--- src/rtl/coproc_run_monitor_if.sv ---
// Monitor-side bundle: observed coprocessor status, run control, counters and trace read port.
interface coproc_run_monitor_if #(
  parameter int unsigned NB    = 4,
  parameter int unsigned NI    = 4,
  parameter int unsigned CNT_W = 32,
  parameter int unsigned TS_W  = 16,
  parameter int unsigned DEPTH = 16
);
  localparam int unsigned LVL_W = $clog2(DEPTH) + 1;
  localparam int unsigned EW    = TS_W + 1 + NB + NI;

  logic             start;
  logic             A_bank;
  logic [NB-1:0]    B_bank;
  logic [NI-1:0]    incident;
  logic             done;
  logic             busy;
  logic             finished;
  logic             timed_out;
  logic [CNT_W-1:0] cycle_cnt;
  logic [CNT_W-1:0] a_sw_cnt;
  logic [CNT_W-1:0] b_sw_cnt;
  logic [CNT_W-1:0] inc_cnt;
  logic             tr_rd;
  logic [EW-1:0]    tr_data;
  logic             tr_valid;
  logic [LVL_W-1:0] tr_level;
  logic             tr_ovf;

  modport master (
    output start, A_bank, B_bank, incident, done, tr_rd,
    input  busy, finished, timed_out, cycle_cnt, a_sw_cnt, b_sw_cnt, inc_cnt,
           tr_data, tr_valid, tr_level, tr_ovf
  );

  modport slave (
    input  start, A_bank, B_bank, incident, done, tr_rd,
    output busy, finished, timed_out, cycle_cnt, a_sw_cnt, b_sw_cnt, inc_cnt,
           tr_data, tr_valid, tr_level, tr_ovf
  );
endinterface

--- src/rtl/coproc_run_monitor.sv ---
// Run monitor: measures run length, counts bank switches / incident edges,
// logs every status change into a first-word-fall-through trace FIFO, enforces a timeout.
module coproc_run_monitor #(
  parameter int unsigned NB      = 4,
  parameter int unsigned NI      = 4,
  parameter int unsigned CNT_W   = 32,
  parameter int unsigned DEPTH   = 16,
  parameter int unsigned TS_W    = 16,
  parameter int unsigned TIMEOUT = 100000
) (
  input  logic                 clk,
  input  logic                 rst,
  coproc_run_monitor_if.slave  mon
);
  localparam int unsigned AW = $clog2(DEPTH);
  localparam int unsigned PW = AW + 1;
  localparam int unsigned EW = TS_W + 1 + NB + NI;

  typedef enum logic [1:0] {S_IDLE = 2'd0, S_RUN = 2'd1, S_END = 2'd2} state_e;

  state_e           state_q, state_d;
  logic             busy_q, busy_d, finished_q, finished_d, timed_out_q, timed_out_d;
  logic             ovf_q, ovf_d;
  logic [CNT_W-1:0] cycle_cnt_q, cycle_cnt_d, a_sw_q, a_sw_d, b_sw_q, b_sw_d, inc_q, inc_d;
  logic             prev_a_q, prev_a_d;
  logic [NB-1:0]    prev_b_q, prev_b_d;
  logic [NI-1:0]    prev_inc_q, prev_inc_d;
  logic [PW-1:0]    wr_ptr_q, wr_ptr_d, rd_ptr_q, rd_ptr_d;
  logic [EW-1:0]    mem_q [DEPTH];

  logic [PW-1:0]    level_c;
  logic             empty_c, full_c, push_c, pop_c, wr_en_c, clr_c;
  logic [EW-1:0]    entry_c;
  logic [NI-1:0]    rise_c;
  logic [CNT_W-1:0] rise_cnt_c;

  function automatic logic [CNT_W-1:0] sat_add(input logic [CNT_W-1:0] a,
                                               input logic [CNT_W-1:0] b);
    logic [CNT_W:0] s;
    s = {1'b0, a} + {1'b0, b};
    return s[CNT_W] ? '1 : s[CNT_W-1:0];
  endfunction

  // Next-state, counter and FIFO pointer logic
  always_comb begin
    state_d     = state_q;
    busy_d      = busy_q;
    finished_d  = finished_q;
    timed_out_d = timed_out_q;
    ovf_d       = ovf_q;
    cycle_cnt_d = cycle_cnt_q;
    a_sw_d      = a_sw_q;
    b_sw_d      = b_sw_q;
    inc_d       = inc_q;
    prev_a_d    = prev_a_q;
    prev_b_d    = prev_b_q;
    prev_inc_d  = prev_inc_q;
    wr_ptr_d    = wr_ptr_q;
    rd_ptr_d    = rd_ptr_q;
    push_c      = 1'b0;
    clr_c       = 1'b0;
    wr_en_c     = 1'b0;

    level_c = wr_ptr_q - rd_ptr_q;
    empty_c = (level_c == '0);
    full_c  = (level_c == PW'(DEPTH));
    pop_c   = mon.tr_rd && !empty_c;
    entry_c = {cycle_cnt_q[TS_W-1:0], mon.A_bank, mon.B_bank, mon.incident};

    rise_c     = mon.incident & ~prev_inc_q;
    rise_cnt_c = '0;
    for (int i = 0; i < NI; i++) rise_cnt_c = rise_cnt_c + CNT_W'(rise_c[i]);

    case (state_q)
      S_RUN: begin
        cycle_cnt_d = sat_add(cycle_cnt_q, CNT_W'(1));
        if (mon.A_bank != prev_a_q) a_sw_d = sat_add(a_sw_q, CNT_W'(1));
        if (mon.B_bank != prev_b_q) b_sw_d = sat_add(b_sw_q, CNT_W'(1));
        inc_d  = sat_add(inc_q, rise_cnt_c);
        push_c = (mon.A_bank != prev_a_q) || (mon.B_bank != prev_b_q) ||
                 (mon.incident != prev_inc_q);
        prev_a_d   = mon.A_bank;
        prev_b_d   = mon.B_bank;
        prev_inc_d = mon.incident;
        // done takes priority over a coinciding timeout
        if (mon.done) begin
          state_d    = S_END;
          busy_d     = 1'b0;
          finished_d = 1'b1;
        end else if (cycle_cnt_q == CNT_W'(TIMEOUT - 1)) begin
          state_d     = S_END;
          busy_d      = 1'b0;
          timed_out_d = 1'b1;
        end
      end
      S_IDLE, S_END: begin
        if (mon.start) begin
          clr_c       = 1'b1;
          state_d     = S_RUN;
          busy_d      = 1'b1;
          finished_d  = 1'b0;
          timed_out_d = 1'b0;
          cycle_cnt_d = '0;
          a_sw_d      = '0;
          b_sw_d      = '0;
          inc_d       = '0;
          prev_a_d    = mon.A_bank;
          prev_b_d    = mon.B_bank;
          prev_inc_d  = mon.incident;
        end
      end
      default: state_d = S_IDLE;
    endcase

    // A pop in the same cycle frees the slot, so a full FIFO still accepts the push
    if (clr_c) begin
      wr_ptr_d = '0;
      rd_ptr_d = '0;
      ovf_d    = 1'b0;
    end else begin
      if (pop_c) rd_ptr_d = rd_ptr_q + PW'(1);
      if (push_c && (!full_c || pop_c)) begin
        wr_en_c  = 1'b1;
        wr_ptr_d = wr_ptr_q + PW'(1);
      end else if (push_c) begin
        ovf_d = 1'b1;
      end
    end
  end

  always_ff @(posedge clk or negedge rst) begin
    if (!rst) begin
      state_q     <= S_IDLE;
      busy_q      <= 1'b0;
      finished_q  <= 1'b0;
      timed_out_q <= 1'b0;
      ovf_q       <= 1'b0;
      cycle_cnt_q <= '0;
      a_sw_q      <= '0;
      b_sw_q      <= '0;
      inc_q       <= '0;
      prev_a_q    <= 1'b0;
      prev_b_q    <= '0;
      prev_inc_q  <= '0;
      wr_ptr_q    <= '0;
      rd_ptr_q    <= '0;
    end else begin
      state_q     <= state_d;
      busy_q      <= busy_d;
      finished_q  <= finished_d;
      timed_out_q <= timed_out_d;
      ovf_q       <= ovf_d;
      cycle_cnt_q <= cycle_cnt_d;
      a_sw_q      <= a_sw_d;
      b_sw_q      <= b_sw_d;
      inc_q       <= inc_d;
      prev_a_q    <= prev_a_d;
      prev_b_q    <= prev_b_d;
      prev_inc_q  <= prev_inc_d;
      wr_ptr_q    <= wr_ptr_d;
      rd_ptr_q    <= rd_ptr_d;
    end
  end

  // Storage needs no reset: the pointers define what is valid
  always_ff @(posedge clk) begin
    if (wr_en_c) mem_q[wr_ptr_q[AW-1:0]] <= entry_c;
  end

  assign mon.busy      = busy_q;
  assign mon.finished  = finished_q;
  assign mon.timed_out = timed_out_q;
  assign mon.cycle_cnt = cycle_cnt_q;
  assign mon.a_sw_cnt  = a_sw_q;
  assign mon.b_sw_cnt  = b_sw_q;
  assign mon.inc_cnt   = inc_q;
  assign mon.tr_valid  = !empty_c;
  assign mon.tr_level  = level_c;
  assign mon.tr_ovf    = ovf_q;
  assign mon.tr_data   = empty_c ? '0 : mem_q[rd_ptr_q[AW-1:0]];
endmodule

--- src/flat_wrapper.sv ---
// flat-port wrapper written by rule: the top's interface ports become plain ports
module coproc_run_monitor_flat 
#(
  parameter int unsigned NB      = 4,
  parameter int unsigned NI      = 4,
  parameter int unsigned CNT_W   = 32,
  parameter int unsigned DEPTH   = 16,
  parameter int unsigned TS_W    = 16,
  parameter int unsigned TIMEOUT = 100000
)
  (clk, rst, mon_start, mon_A_bank, mon_B_bank, mon_incident, mon_done, mon_tr_rd, mon_busy, mon_finished, mon_timed_out, mon_cycle_cnt, mon_a_sw_cnt, mon_b_sw_cnt, mon_inc_cnt, mon_tr_data, mon_tr_valid, mon_tr_level, mon_tr_ovf);
  coproc_run_monitor_if #(.NB(NB), .NI(NI), .CNT_W(CNT_W), .TS_W(TS_W), .DEPTH(DEPTH)) mon_i ();
  input  logic clk;
  input  logic rst;
  input wire logic [$bits(mon_i.start)-1:0] mon_start;
  input wire logic [$bits(mon_i.A_bank)-1:0] mon_A_bank;
  input wire logic [$bits(mon_i.B_bank)-1:0] mon_B_bank;
  input wire logic [$bits(mon_i.incident)-1:0] mon_incident;
  input wire logic [$bits(mon_i.done)-1:0] mon_done;
  input wire logic [$bits(mon_i.tr_rd)-1:0] mon_tr_rd;
  output wire logic [$bits(mon_i.busy)-1:0] mon_busy;
  output wire logic [$bits(mon_i.finished)-1:0] mon_finished;
  output wire logic [$bits(mon_i.timed_out)-1:0] mon_timed_out;
  output wire logic [$bits(mon_i.cycle_cnt)-1:0] mon_cycle_cnt;
  output wire logic [$bits(mon_i.a_sw_cnt)-1:0] mon_a_sw_cnt;
  output wire logic [$bits(mon_i.b_sw_cnt)-1:0] mon_b_sw_cnt;
  output wire logic [$bits(mon_i.inc_cnt)-1:0] mon_inc_cnt;
  output wire logic [$bits(mon_i.tr_data)-1:0] mon_tr_data;
  output wire logic [$bits(mon_i.tr_valid)-1:0] mon_tr_valid;
  output wire logic [$bits(mon_i.tr_level)-1:0] mon_tr_level;
  output wire logic [$bits(mon_i.tr_ovf)-1:0] mon_tr_ovf;
  assign mon_i.start = mon_start;
  assign mon_i.A_bank = mon_A_bank;
  assign mon_i.B_bank = mon_B_bank;
  assign mon_i.incident = mon_incident;
  assign mon_i.done = mon_done;
  assign mon_i.tr_rd = mon_tr_rd;
  assign mon_busy = mon_i.busy;
  assign mon_finished = mon_i.finished;
  assign mon_timed_out = mon_i.timed_out;
  assign mon_cycle_cnt = mon_i.cycle_cnt;
  assign mon_a_sw_cnt = mon_i.a_sw_cnt;
  assign mon_b_sw_cnt = mon_i.b_sw_cnt;
  assign mon_inc_cnt = mon_i.inc_cnt;
  assign mon_tr_data = mon_i.tr_data;
  assign mon_tr_valid = mon_i.tr_valid;
  assign mon_tr_level = mon_i.tr_level;
  assign mon_tr_ovf = mon_i.tr_ovf;
  coproc_run_monitor #(.NB(NB), .NI(NI), .CNT_W(CNT_W), .DEPTH(DEPTH), .TS_W(TS_W), .TIMEOUT(TIMEOUT)) u_core (.clk(clk), .rst(rst), .mon(mon_i));
endmodule
--- config.mk ---
export PLATFORM = sky130hd
export DESIGN_NAME = coproc_run_monitor_flat
export DESIGN_NICKNAME = d
export VERILOG_FILES = /design/src/rtl/coproc_run_monitor_if.sv /design/src/rtl/coproc_run_monitor.sv /design/src/flat_wrapper.sv
export SDC_FILE = /design/constraint.sdc
export NUM_CORES = 1
export LEC_CHECK = 0
export CORE_ASPECT_RATIO = 2
export CORE_MARGIN = 2
export CORE_UTILIZATION = 30
export CTS_CLUSTER_SIZE = 8
export DETAILED_ROUTE_END_ITERATION = 6
export GPL_TIMING_DRIVEN = 0
export PLACE_DENSITY_LB_ADDON = 0.3
export SLEW_MARGIN = 20
export SYNTH_ARGS = -nofsm -noshare
export SYNTH_HDL_FRONTEND = slang
export SYNTH_SLANG_ARGS = --single-unit
export TNS_END_PERCENT = 50
--- constraint.sdc ---
create_clock -name clk -period 7.4 [get_ports clk]
set_clock_uncertainty 0.15 [all_clocks]
set_input_delay 0.74 -clock clk [delete_from_list [all_inputs] [get_ports clk]]
set_output_delay 0.74 -clock clk [all_outputs]
set_load 0.01 [all_outputs]
======== Word-level counts from Yosys, hierarchy flattened ========
Memories as Yosys holds them, arrays and structs flattened.
Cells that the tools add are included.
storage, ports and cells
  ROM bits ................................ 0
  bits in latches ......................... 0
  bits in writable memories ............... 400
  memories kept ........................... 1
  output and inout port bits .............. 163
  word-level logic and storage cells ...... 110
  flip-flop bits (word level) ............. 153
  input port bits ......................... 14
memory list
  memory        words  width  rd ports  clocked after memory_dff  wr ports  line                      source
  u_core.mem_q  16     25     1         0                         1         coproc_run_monitor.sv:29  logic [EW-1:0] mem_q [DEPTH];
cells by class
  div/mod/pow operators ................... 0
  multipliers ............................. 0
  bitwise logic cells ..................... 2
  order comparisons ....................... 0
  reduce and logical (&&, ||, !) cells .... 22
  $add $sub $neg .......................... 10
  shift operators ......................... 0
  multiplexer cells ....................... 46
  equal/unequal tests ..................... 15
operators with widths
  operator               count
  $pmux 32 s2            4
  $mux 32                7
  $add 32x1->33 const B  3
  $add 32x1->32          2
  $add 32x32->33         1
  $eq 32x17->1 const B   1
  $mux 25                1
  $mux 5                 4
  $mux 1                 18
  $pmux 4 s2             2
  $reduce_and 3->1       4
  $add 5x1->5 const B    2
  $mux 4                 2
  $ne 2x1->1 const B     4
  $ne 4x4->1             2
  $pmux 1 s2             4
  $reduce_bool 2->1      4
  $mux 2                 3
  $ne 2x2->1 const B     3
  $reduce_and 2->1       3
  $eq 5x5->1 const B     1
  $logic_not 5->1        1
  $sub 5x5->5            1
  $and 4x4->4            1
  other kinds (13)       17

======== Longest topological paths before layout ========
Gate-level depths: netlist of the first run.
  word-level depth ........................ 10
  gate-level depth with buffers ........... 15
  gate-level depth less buffers ........... 13

======== Least setup slack after synthesis of the first run ========
No wires, ideal clock.
  path kind ............................... reg2reg
  start point ............................. reg u_core.rd_ptr_q[2]
  end point ............................... mem u_core.mem_q[3][0] (netlist name), enable pin
  data arrival time ....................... 4.333 ns
  data required time ...................... 6.812 ns
  path slack .............................. 2.479 ns
  stages on the path, launching flop included .. 11
  setup time .............................. 0.438 ns
  cells stage by stage .................... dfrtp_1 inv_2 buf_1 ha_1 a21oi_1 nand2_1 xor2_1 o41a_1 clkbuf_1 nand2_1 nor3_1
between the ends
  word-level cells in the longest chain between the ends .. 10
  elaborated cells between the ends (all ways) .. 12
RTL lines
  item                            line                       source
  start: declaration              coproc_run_monitor.sv:28   logic [PW-1:0] wr_ptr_q, wr_ptr_d, rd_ptr_q, rd_ptr_d;
  start signal: assignment        coproc_run_monitor.sv:161  rd_ptr_q <= rd_ptr_d;
  $sub 5x5->5 *                   coproc_run_monitor.sv:64   level_c = wr_ptr_q - rd_ptr_q;
  net mon_tr_level[3]             flat_wrapper.sv:30         output wire logic [$bits(mon_i.tr_level)-1:0] mon_tr_level;
  $logic_not 5->1                 coproc_run_monitor.sv:65   empty_c = (level_c == '0);
  $logic_not 1->1                 coproc_run_monitor.sv:67   pop_c = mon.tr_rd && !empty_c;
  $logic_and 1x1->1               coproc_run_monitor.sv:67
  $logic_or 1x1->1 *              coproc_run_monitor.sv:122  if (push_c && (!full_c || pop_c)) begin
  $logic_and 1x1->1 *             coproc_run_monitor.sv:122
  $mux 1 *                        coproc_run_monitor.sv:122
  $mux 1 *                        coproc_run_monitor.sv:116  if (clr_c) begin
  $mux 1 *                        coproc_run_monitor.sv:167  if (wr_en_c) mem_q[wr_ptr_q[AW-1:0]] <= entry_c;
  $mux 1 (not written as such) *  coproc_run_monitor.sv:167
  end: declaration                coproc_run_monitor.sv:29
Mark *: on every way through the listed nets, which the timed path passes. The rest lies on a longest branch.

======== Final worst setup path of the first run ========
  start point ............................. reg u_core.rd_ptr_q[3]
  end point ............................... out mon_tr_data[21]
between the ends
  word-level cells in the longest chain between the ends .. 3
  elaborated cells between the ends (all ways) .. 4
RTL lines
  item              line                       source
  $sub 5x5->5       coproc_run_monitor.sv:64
  $logic_not 5->1   coproc_run_monitor.sv:65
  $mux 25 *         coproc_run_monitor.sv:180  assign mon.tr_data = empty_c ? '0 : mem_q[rd_ptr_q[AW-1:0]];
  end: declaration  flat_wrapper.sv:28         output wire logic [$bits(mon_i.tr_data)-1:0] mon_tr_data;
Mark *: on every way between the ends. The rest lies on a longest branch, timed or not.

==> run summary, run 1 <==
CTS max path bufs = 3
#FFs+latches synth = 553
Met3 GRT Util = 4.68%
P_leak = 10.1 nW
Fillers = 7283
Yosys synthesis warning count = 0
# placed instances = 2791
Post-layout utilization of the core = 37.8%
Sinks on Clock Net = 553
Vias per cell = 5.31
Via count = 15400
Net Sw Power = 3.07 mW
Commonest non-fill, non-tap cell in the layout = edfxtp_1
Final Wtd Congestion = 0.928
I/O Buffers = 176
Sw frac = 30.8%
Minimum clock period = 6.54 ns
Status = finished clean
First-pass GRT wire length = 108000 um
Fin. Hold Viols = 0
Crit path capture type = output port
CP Data Required Time = 6.51 ns
Share of flip-flops with an asynchronous set or reset = 27.7%
Core area = 78200 um^2
H-Tree Depth = 3
Layout Cells excl Fill = 2908
R2R depth = 13
Routed WL per cell = 25.2 um
Largest cells by area after synthesis = edfxtp_1 (51%), dfrtp_1 (16%), mux4_2 (12%)
VDD IR max = 0.000182 V
F_max = 153 MHz
Critical Path Sink = mon_tr_data[21]
Critical path origin = u_core.rd_ptr_q[3]$_DFFE_PN0P_
Most frequent cells in the layout = edfxtp_1 (400), clkdlybuf4s50_1 (175), dfrtp_1 (153)
Worst-path maximum fanout = 10
RSZ-0062 raised after global routing = false
CTS tree = built
Total grt overflow = 0
Comb pwr share = 28.2%
DRT antenna net count = 0
Detailed Routing Iterations Pass 1 = 5
Initial core utilization = 30.3%
Clock power frac = 33.5%
Vias in the first global route = 16500
Type of origin of the critical path = flop
DIE WIDTH = 203 um
R2R Path Start = u_core.rd_ptr_q[1]$_DFFE_PN0P_
Slew @ Worst Pin = 1.05 ns
# nets final = 1882
Syn_nets = 1598
Clock Tree Root = clkbuf_16
Initial DRC Count = 1074
Die Y = 402 um
Commonest register cell after synthesis = edfxtp_1
Die Area = 81500 um^2
Sequential share of power = 38.4%
Worst skew pair latency = 0.64 ns
Power Total = 9.96 mW
Synth unique cells = 60
Antenna violations before repair = 1
P_int = 6.89 mW
Synth Cell Area = 23700 um^2
Post-synth EDFFs = 400
Min-delay worst type = reg -> reg
Share of cells above drive strength 1 = 15.4%
Grt met2 use = 34.0%
GR peak layer = met2
Worst r2r dst = u_core.mem_q[3][16]$_DFFE_PP_
Yosys top cell area share = 50.6%
Tcrit/Tclk final = 88.4%
CTS clock-pin slew for the worst setup and hold paths = 0.05 ns
Normalized max-slew margin = 30.2%
ANT cells = 0
Final setup vio count = 0
Reg-to-reg slack, setup = 2.04 ns
Setup Buffers After CTS = 0
Crit path DAT = 5.65 ns
M1 GR Usage = 18.9%
Syn avg cell area = 15.2 um^2
DRC = 0
WHS = 0.341 ns
Setup TNS = 0 ns
Cell taking the most area after synthesis = edfxtp_1
Area growth, synth to finish = 24.5%
Slew Viols, Final = 0
Post-Syn Instances = 1560
FP Rows = 145
Power per cell area = 337 nW/um^2
Register area share after synthesis = 66.8%
Critical path type = reg -> out
Max_cap viols = 0
# IOs = 177
Final wirelength = 73200 um
TritonCTS buffer count = 79
Largest net degree at the start of global routing = 87
Gr usage total = 18.1%
Detail Placement HPWL = 51500 um
[synthesized netlist by cell type, types with 9 or more instances]
cell type	n
xor2_1	10
a21oi_1	74
nor3_1	47
and3_1	38
mux2i_1	12
ha_1	21
nand4_1	27
nand3_1	60
and4_1	19
mux4_2	125
nor2_1	105
inv_1	30
dfrtp_1	153
and2_1	37
buf_2	9
a311oi_1	18
nand2_1	91
edfxtp_1	400
a31oi_1	27
nand2b_1	9
nor4_1	16
a211oi_1	29
clkbuf_1	55
o21ai_0	51
[critical path, stage by stage, from the launching register on]
cell and delay (ns):
dfrtp_1 0.33, clkbuf_1 0.62, buf_1 0.69, inv_1 0.10, ha_1 0.34, nor2_1 0.05, a21oi_1 0.16, xor2_1 0.25
inv_1 0.17, nor3_1 0.60, inv_1 0.42, clkbuf_1 0.44, and2_1 0.27, clkdlybuf4s50_1 0.56
[what timing repair did]
action,CTS,global route
hold endpoints to repair,67,0
endpoints found under the setup margin,0,0
gates resized for setup,0,0
hold buffers,1,0
[state kept, by name, summed over array words and instances (netlist names), 2 cells and up]
| register | cells |
|---|---|
| u_core.mon.cycle_cnt | 32 |
| u_core.rd_ptr_q | 5 |
| u_core.prev_inc_q | 4 |
| u_core.wr_ptr_q | 5 |
| u_core.state_q | 2 |
| u_core.mon.a_sw_cnt | 32 |
| u_core.mem_q | 400 |
| u_core.mon.b_sw_cnt | 32 |
| u_core.prev_b_q | 4 |
| u_core.mon.inc_cnt | 32 |
[cells by family (layout without fill, tap and decap cells)]
group	Yosys count	after routing	synth area share, %
flops	553	553	66.8
compound gates	247	247	6.77
buf+inv	104	423	1.76
simple gates	483	483	10.5
xor+xnor	12	12	0.443
fa+ha+maj	24	24	1.36
mux	137	137	12.4
[per-layer routing]
layer  routed length [um]  share of wire (%)
met1                25900                 35
met4                 2670                3.6
met3                 4670                6.4
met2                39900                 55
met5                   14              0.019
[how the worst min path moves through the flow]
stage / start / endpoint / slack, ns / cells past startpoint
global route: u_core.prev_b_q[1]$_DFFE_PN0P_ / u_core.prev_b_q[1]$_DFFE_PN0P_ / 0.38 / 2
global placement: u_core.mon.busy$_DFFE_PN0P_ / u_core.mon.busy$_DFFE_PN0P_ / 0.32 / 2
floorplan: rst / u_core.mon.a_sw_cnt[0]$_DFFE_PN0P_ / 0.29 / 0
detailed placement: u_core.prev_b_q[0]$_DFFE_PN0P_ / u_core.prev_b_q[0]$_DFFE_PN0P_ / 0.34 / 2
finish: u_core.prev_b_q[1]$_DFFE_PN0P_ / u_core.prev_b_q[1]$_DFFE_PN0P_ / 0.34 / 2
CTS: u_core.prev_b_q[1]$_DFFE_PN0P_ / u_core.prev_b_q[1]$_DFFE_PN0P_ / 0.35 / 2
[power groups by stage]
stage / clock (mW) / combinational (mW) / sequential [mW]
after CTS: 3.40 / 2.88 / 3.82
after detailed placement: 0 / 2.87 / 3.88
after floorplan: 0 / 1.50 / 3.85
after global routing: 3.52 / 3.02 / 3.85
after global placement: 0 / 2.74 / 3.89
final: 3.33 / 2.81 / 3.82
[cell type report]
| cell class | instances | area, um^2 | share of cell area [%] |
|---|---|---|---|
| multi-input combinational | 903 | 7590 | 25.7 |
| clock buffer | 108 | 2090 | 7.06 |
| buffer | 73 | 304 | 1.03 |
| sequential | 553 | 15800 | 53.6 |
| inverter | 31 | 116 | 0.394 |
| timing repair buffer | 203 | 2160 | 7.32 |
| tap | 1029 | 1290 | 4.36 |
| clock inverter | 8 | 153 | 0.517 |
[per-stage QoR]
step | setup WS [ns] | cell area (um^2)
global route | 0.500 | 29500
floorplan | 2.48 | 23700
finish | 0.856 | 29500
detailed placement | 1.41 | 27300
CTS | 0.713 | 29500
global placement | -1.24 | 26800
Note: power is estimated with default switching activity, not from simulation.
==> run 2: changes to the inputs <==
- CORE_ASPECT_RATIO: 2 -> 0.9
==> run 2 against run 1 <==
Compared with the run above:
- fmax shrank 1.4%
- flip-flop and latch count unchanged
- clock-buffer cell count down 15
- sequential share of layout area unchanged
- highest routed layer is now met4
- setup slack got worse by 0.091 ns
- global-route usage fell by 1.3 points
- critical path type unchanged
- wire length fell by 6.8%
- non-clock buffer count is 2 lower
- largest power group unchanged
- die area decreased by 0.16%
- largest cell class unchanged
- register-to-register slack gained 0.31 ns
==> run summary, run 2 (synthesis gave the netlist of run 1 again) <==
Status = finished clean
CTS clock-pin slew for the worst setup and hold paths = 0.05 ns
Slew Viols, Final = 0
Final wirelength = 68200 um
Via count = 15300
FP Rows = 97
Worst skew pair latency = 0.62 ns
Die Area = 81300 um^2
DRT antenna net count = 0
DIE WIDTH = 300 um
H-Tree Depth = 3
Final Wtd Congestion = 0.893
Type of origin of the critical path = flop
I/O Buffers = 176
Die Y = 271 um
Initial core utilization = 30.4%
DRC = 0
# nets final = 1880
Worst-path maximum fanout = 10
Tcrit/Tclk final = 89.7%
Post-layout utilization of the core = 37.8%
Largest net degree at the start of global routing = 83
F_max = 151 MHz
VDD IR max = 0.000216 V
Area growth, synth to finish = 24.5%
Min-delay worst type = reg -> reg
Crit path capture type = output port
# IOs = 177
Setup TNS = 0 ns
Hold Startpoint = u_core.prev_b_q[0]$_DFFE_PN0P_
Vias per cell = 5.28
Share of cells above drive strength 1 = 15.5%
Crit path DAT = 5.75 ns
Reg-to-reg slack, setup = 2.35 ns
Detail Placement HPWL = 46600 um
Critical path origin = u_core.rd_ptr_q[3]$_DFFE_PN0P_
Critical Path Sink = mon_tr_data[23]
Detailed Routing Iterations Pass 1 = 5
RSZ-0062 raised after global routing = false
Max_cap viols = 0
Power per cell area = 334 nW/um^2
Worst r2r dst = u_core.mem_q[1][13]$_DFFE_PP_
Gr usage total = 16.7%
Core area = 78000 um^2
Gates resized, CTS repair = 0
CTS max path bufs = 3
Total grt overflow = 0
ANT cells = 0
Routed WL per cell = 23.5 um
Most frequent cells in the layout = edfxtp_1 (400), clkdlybuf4s50_1 (175), dfrtp_1 (153)
Minimum clock period = 6.64 ns
Max FFs per register = 400
Final setup vio count = 0
Slew @ Worst Pin = 1.05 ns
Clock Tree Root = clkbuf_16
Antenna violations before repair = 0
Normalized max-slew margin = 30.1%
R2R Path Start = u_core.rd_ptr_q[1]$_DFFE_PN0P_
Initial DRC Count = 1606
CP Data Required Time = 6.51 ns
R2R depth = 13
TritonCTS buffer count = 79
Commonest non-fill, non-tap cell in the layout = edfxtp_1
Vias in the first global route = 15500
Critical path type = reg -> out
CTS tree = built
Fin. Hold Viols = 0
Power Total = 9.87 mW
First-pass GRT wire length = 101000 um
Sinks on Clock Net = 553
P_leak = 10.1 nW
run 2: cell types whose count changed in the layout (fill, tap and decap cells not counted), moves of 2 or more:
| cell | before | now |
|---|---|---|
| buf_16 | 4 | 9 |
| clkbuf_8 | 0 | 3 |
| clkbuf_1 | 83 | 63 |
| buf_2 | 11 | 9 |
| buf_12 | 8 | 3 |
| buf_1 | 5 | 7 |
run 2: power breakdown:
| part | switching, mW | internal (mW) |
|---|---|---|
| clock network | 1.33 | 1.97 |
| registers | 0.165 | 3.67 |
| logic | 1.48 | 1.26 |
run 2: layout make-up:
| type | instances | area [um^2] |
|---|---|---|
| Fill cell | 7192 | 48500 |
| Clock inverter | 6 | 125 |
| Buffer | 73 | 303 |
| Sequential cell | 553 | 15800 |
| Inverter | 31 | 116 |
| Multi-Input combinational cell | 903 | 7590 |
| Timing Repair Buffer | 201 | 2180 |
| Clock buffer | 93 | 2080 |
| Tap cell | 1039 | 1300 |
run 2: worst max-delay path: stages, from the launching register on:
cell and delay, ns:
dfrtp_1 0.35, clkbuf_1 0.60, buf_1 0.66, inv_1 0.11
ha_1 0.34, nor2_1 0.05, a21oi_1 0.17, xor2_1 0.26
inv_1 0.12, nor3_1 0.74, inv_1 0.53, clkbuf_1 0.39
and2_1 0.31, clkdlybuf4s50_1 0.50
run 2: what timing repair did:
item	CTS	global route
hold buffers	1	0
buffers inserted	0	0
endpoints found under the hold margin	71	0
run 2: worst min-delay path by stage:
stage | end | slack, ns | cells after the start
after global placement | u_core.prev_b_q[1]$_DFFE_PN0P_ | 0.33 | 2
after global routing | u_core.wr_ptr_q[4]$_DFFE_PN0P_ | 0.38 | 1
final | u_core.prev_b_q[0]$_DFFE_PN0P_ | 0.34 | 2
after floorplan | u_core.mon.a_sw_cnt[0]$_DFFE_PN0P_ | 0.29 | 0
after CTS | u_core.prev_b_q[2]$_DFFE_PN0P_ | 0.34 | 2
after detailed placement | u_core.prev_b_q[2]$_DFFE_PN0P_ | 0.33 | 2
run 2: routing by layer:
layer	part of all wire, %	up-vias	track usage, %
met4	2.4	0	4.96
met1	44	7823	23.7
met3	8.5	115	4.47
met2	45	624	25.1
li1	-	6753	-
met5	0	-	0
run 2: metrics by stage:
| stage | std cells | setup WS, ns | hold WS [ns] | instance area, um^2 |
|---|---|---|---|---|
| floorplan | 1560 | 2.48 | 0.294 | 23700 |
| global placement | 2775 | -1.29 | 0.333 | 26800 |
| detailed placement | 2799 | 1.48 | 0.330 | 27300 |
| CTS | 2899 | 0.795 | 0.340 | 29500 |
| global route | 2899 | 0.460 | 0.381 | 29500 |
| finish | 2899 | 0.765 | 0.337 | 29500 |
==> run 3: changes to the inputs <==
- CORE_UTILIZATION: 30 -> 63
==> run 3 against run 2 <==
Compared with the run above:
- register-to-register slack got worse by 0.28 ns
- hold slack better by 0.013 ns
- power grew 0.51%
- sequential share of layout area grew 1.3 points
- die area shrank 52%
- utilization up 40 points
- combinational power increased by 1%
- via count rose by 7.9%
- cell area decreased by 2.3%
- clock power hardly changed
- largest power group unchanged
==> run summary, run 3 (synthesis gave the netlist of run 1 again) <==
Status = finished clean
Commonest non-fill, non-tap cell in the layout = edfxtp_1
Final setup vio count = 0
DRT antenna net count = 0
Crit path capture type = output port
Final wirelength = 68900 um
Wl on met1 = 25100 um
# IOs = 177
Die Y = 188 um
Initial core utilization = 63.7%
CTS tree = built
Setup Buffers After CTS = 0
Final Wtd Congestion = 0.919
Flip-flop and latch area = 15800 um^2
Routed wl met3 = 7710 um
Detail Placement HPWL = 42100 um
First-pass GRT wire length = 105000 um
Critical path type = reg -> out
Critical Path Max Stage Delay = 0.84 ns
Number of hold buffers added after cts = 1
Max_cap viols = 0
ANT cells = 0
RSZ-0062 raised after global routing = false
# nets final = 1883
Worst r2r dst = u_core.mem_q[1][9]$_DFFE_PP_
Hold EP = u_core.prev_b_q[0]$_DFFE_PN0P_
Share of cells above drive strength 1 = 15.3%
Routed WL per cell = 29.2 um
Tcrit/Tclk final = 93.3%
R2R depth = 14
Detailed Routing Iterations Pass 1 = 6
Gr usage total = 36.3%
Min-delay worst type = reg -> reg
R2R Path Start = u_core.rd_ptr_q[1]$_DFFE_PN0P_
Area growth, synth to finish = 21.6%
I/O Buffers = 176
Detail Route met2 WL = 33400 um
Area after DPL = 26600 um^2
P_leak = 10.1 nW
CTS max path bufs = 3
Type of origin of the critical path = flop
Hold Path Depth = 2
Worst skew pair latency = 0.60 ns
Total grt overflow = 0
Most frequent CP cell = clkbuf_1
Reg-to-reg slack, setup = 2.07 ns
Sinks on Clock Net = 553
DIE WIDTH = 209 um
Antenna violations before repair = 1
Multi-input combinational cell area = 7580 um^2
Gates resized, CTS repair = 0
Fin. Hold Viols = 0
Slew Viols, Final = 0
Critical path's top delay family = buffers and inverters
CTS clock-pin slew for the worst setup and hold paths = 0.05 ns
TritonCTS buffer count = 79
Power per cell area = 344 nW/um^2
Via count = 16500
FP Rows = 67
Most frequent cells in the layout = edfxtp_1 (400), clkdlybuf4s50_1 (175), dfrtp_1 (153)
Dpl ws = 1.50 ns
Slew @ Worst Pin = 1.17 ns
Max FFs per register = 400
Die Area = 39200 um^2
DR top layer = met5
Cell area after layout = 28800 um^2
DRC = 0
Slowest cell on crit path = nor3_1
Worst-path maximum fanout = 10
Normalized max-slew margin = 21.5%
Vias in the first global route = 16700
Fillers = 2041
Final Worst Setup Slack = 0.493 ns
F_max = 145 MHz
Hold Startpoint = u_core.prev_b_q[0]$_DFFE_PN0P_
Initial DRC Count = 2088
Clock Tree Root = clkbuf_16
Largest net degree at the start of global routing = 87
H-Tree Depth = 3
Core area = 37200 um^2
Crit path cell chain = clkbuf_1, clkbuf_1, inv_1, ha_1, nand3b_1, nand2_1, xor2_1, nor3_1, inv_1, clkbuf_1, and2_1, clkdlybuf4s50_1
CP Data Required Time = 6.51 ns
Critical path origin = u_core.rd_ptr_q[1]$_DFFE_PN0P_
Minimum clock period = 6.91 ns
Vias per cell = 7.01
Crit path buf inv count = 6
Crit path DAT = 6.02 ns
VDD IR max = 0.000176 V
==> run 3: cell types whose count changed in the layout (fill, tap and decap cells not counted), sizes merged <==
cell,previous run,this run
clkbuf,148,160
clkinv,3,4
buf,43,44
inv,34,33
==> run 3: worst min-delay path: cells and delay by family (launching register included) <==
| kind | cells | cell delay, ns |
|---|---|---|
| AND/OR/NAND/NOR | 2 | 0.11 |
| flip-flops | 1 | 0.37 |
==> run 3: layout make-up <==
cell class                 instances  share of cell area, %
clock buffer                     103                   7.24
clock inverter                     6                  0.347
sequential                       553                   54.9
multi-input combinational        903                   26.3
timing repair buffer             204                   7.67
buffer                            73                   1.05
tap                              483                   2.09
inverter                          31                  0.403
==> run 3: how the worst max path moves through the flow <==
stage | slack [ns] | endpoint | depth (start not counted)
2_1_floorplan | 2.48 | u_core.mem_q[3][0]$_DFFE_PP_ | 10
3_3_place_gp | -0.88 | u_core.prev_b_q[0]$_DFFE_PN0P_ | 1
3_5_place_dp | 1.50 | mon_tr_data[23] | 12
4_1_cts | 0.63 | mon_tr_data[23] | 13
5_1_grt | 0.31 | mon_tr_data[23] | 13
6_report | 0.49 | mon_tr_data[22] | 12
==> run 3: power by group <==
group / leakage, nW / internal (mW) / switching (mW)
Clock: 1.06 / 1.96 / 1.32
Combinational: 3.28 / 1.28 / 1.51
Sequential: 5.78 / 3.67 / 0.198
==> run 3: metal layers <==
metal	global-route usage, %	vias up
li1	-	6773
met1	48.7	8278
met2	58.2	1259
met3	9.03	208
met4	14.2	2
met5	0	-
==> run 3: through the flow <==
| stage | power, mW | util [%] | hold slack (ns) | instances | TNS, ns |
|---|---|---|---|---|---|
| after floorplan | 5.35 | - | 0.294 | 1560 | 0 |
| after CTS | 9.91 | 77.5 | 0.351 | 2355 | 0 |
| after detailed placement | 6.58 | 71.5 | 0.331 | 2245 | 0 |
| final | 9.92 | 77.5 | 0.350 | 2356 | 0 |
| after global placement | 6.38 | 70.1 | 0.323 | 2219 | -132.27 |
| after global routing | 10.2 | 77.5 | 0.361 | 2356 | 0 |
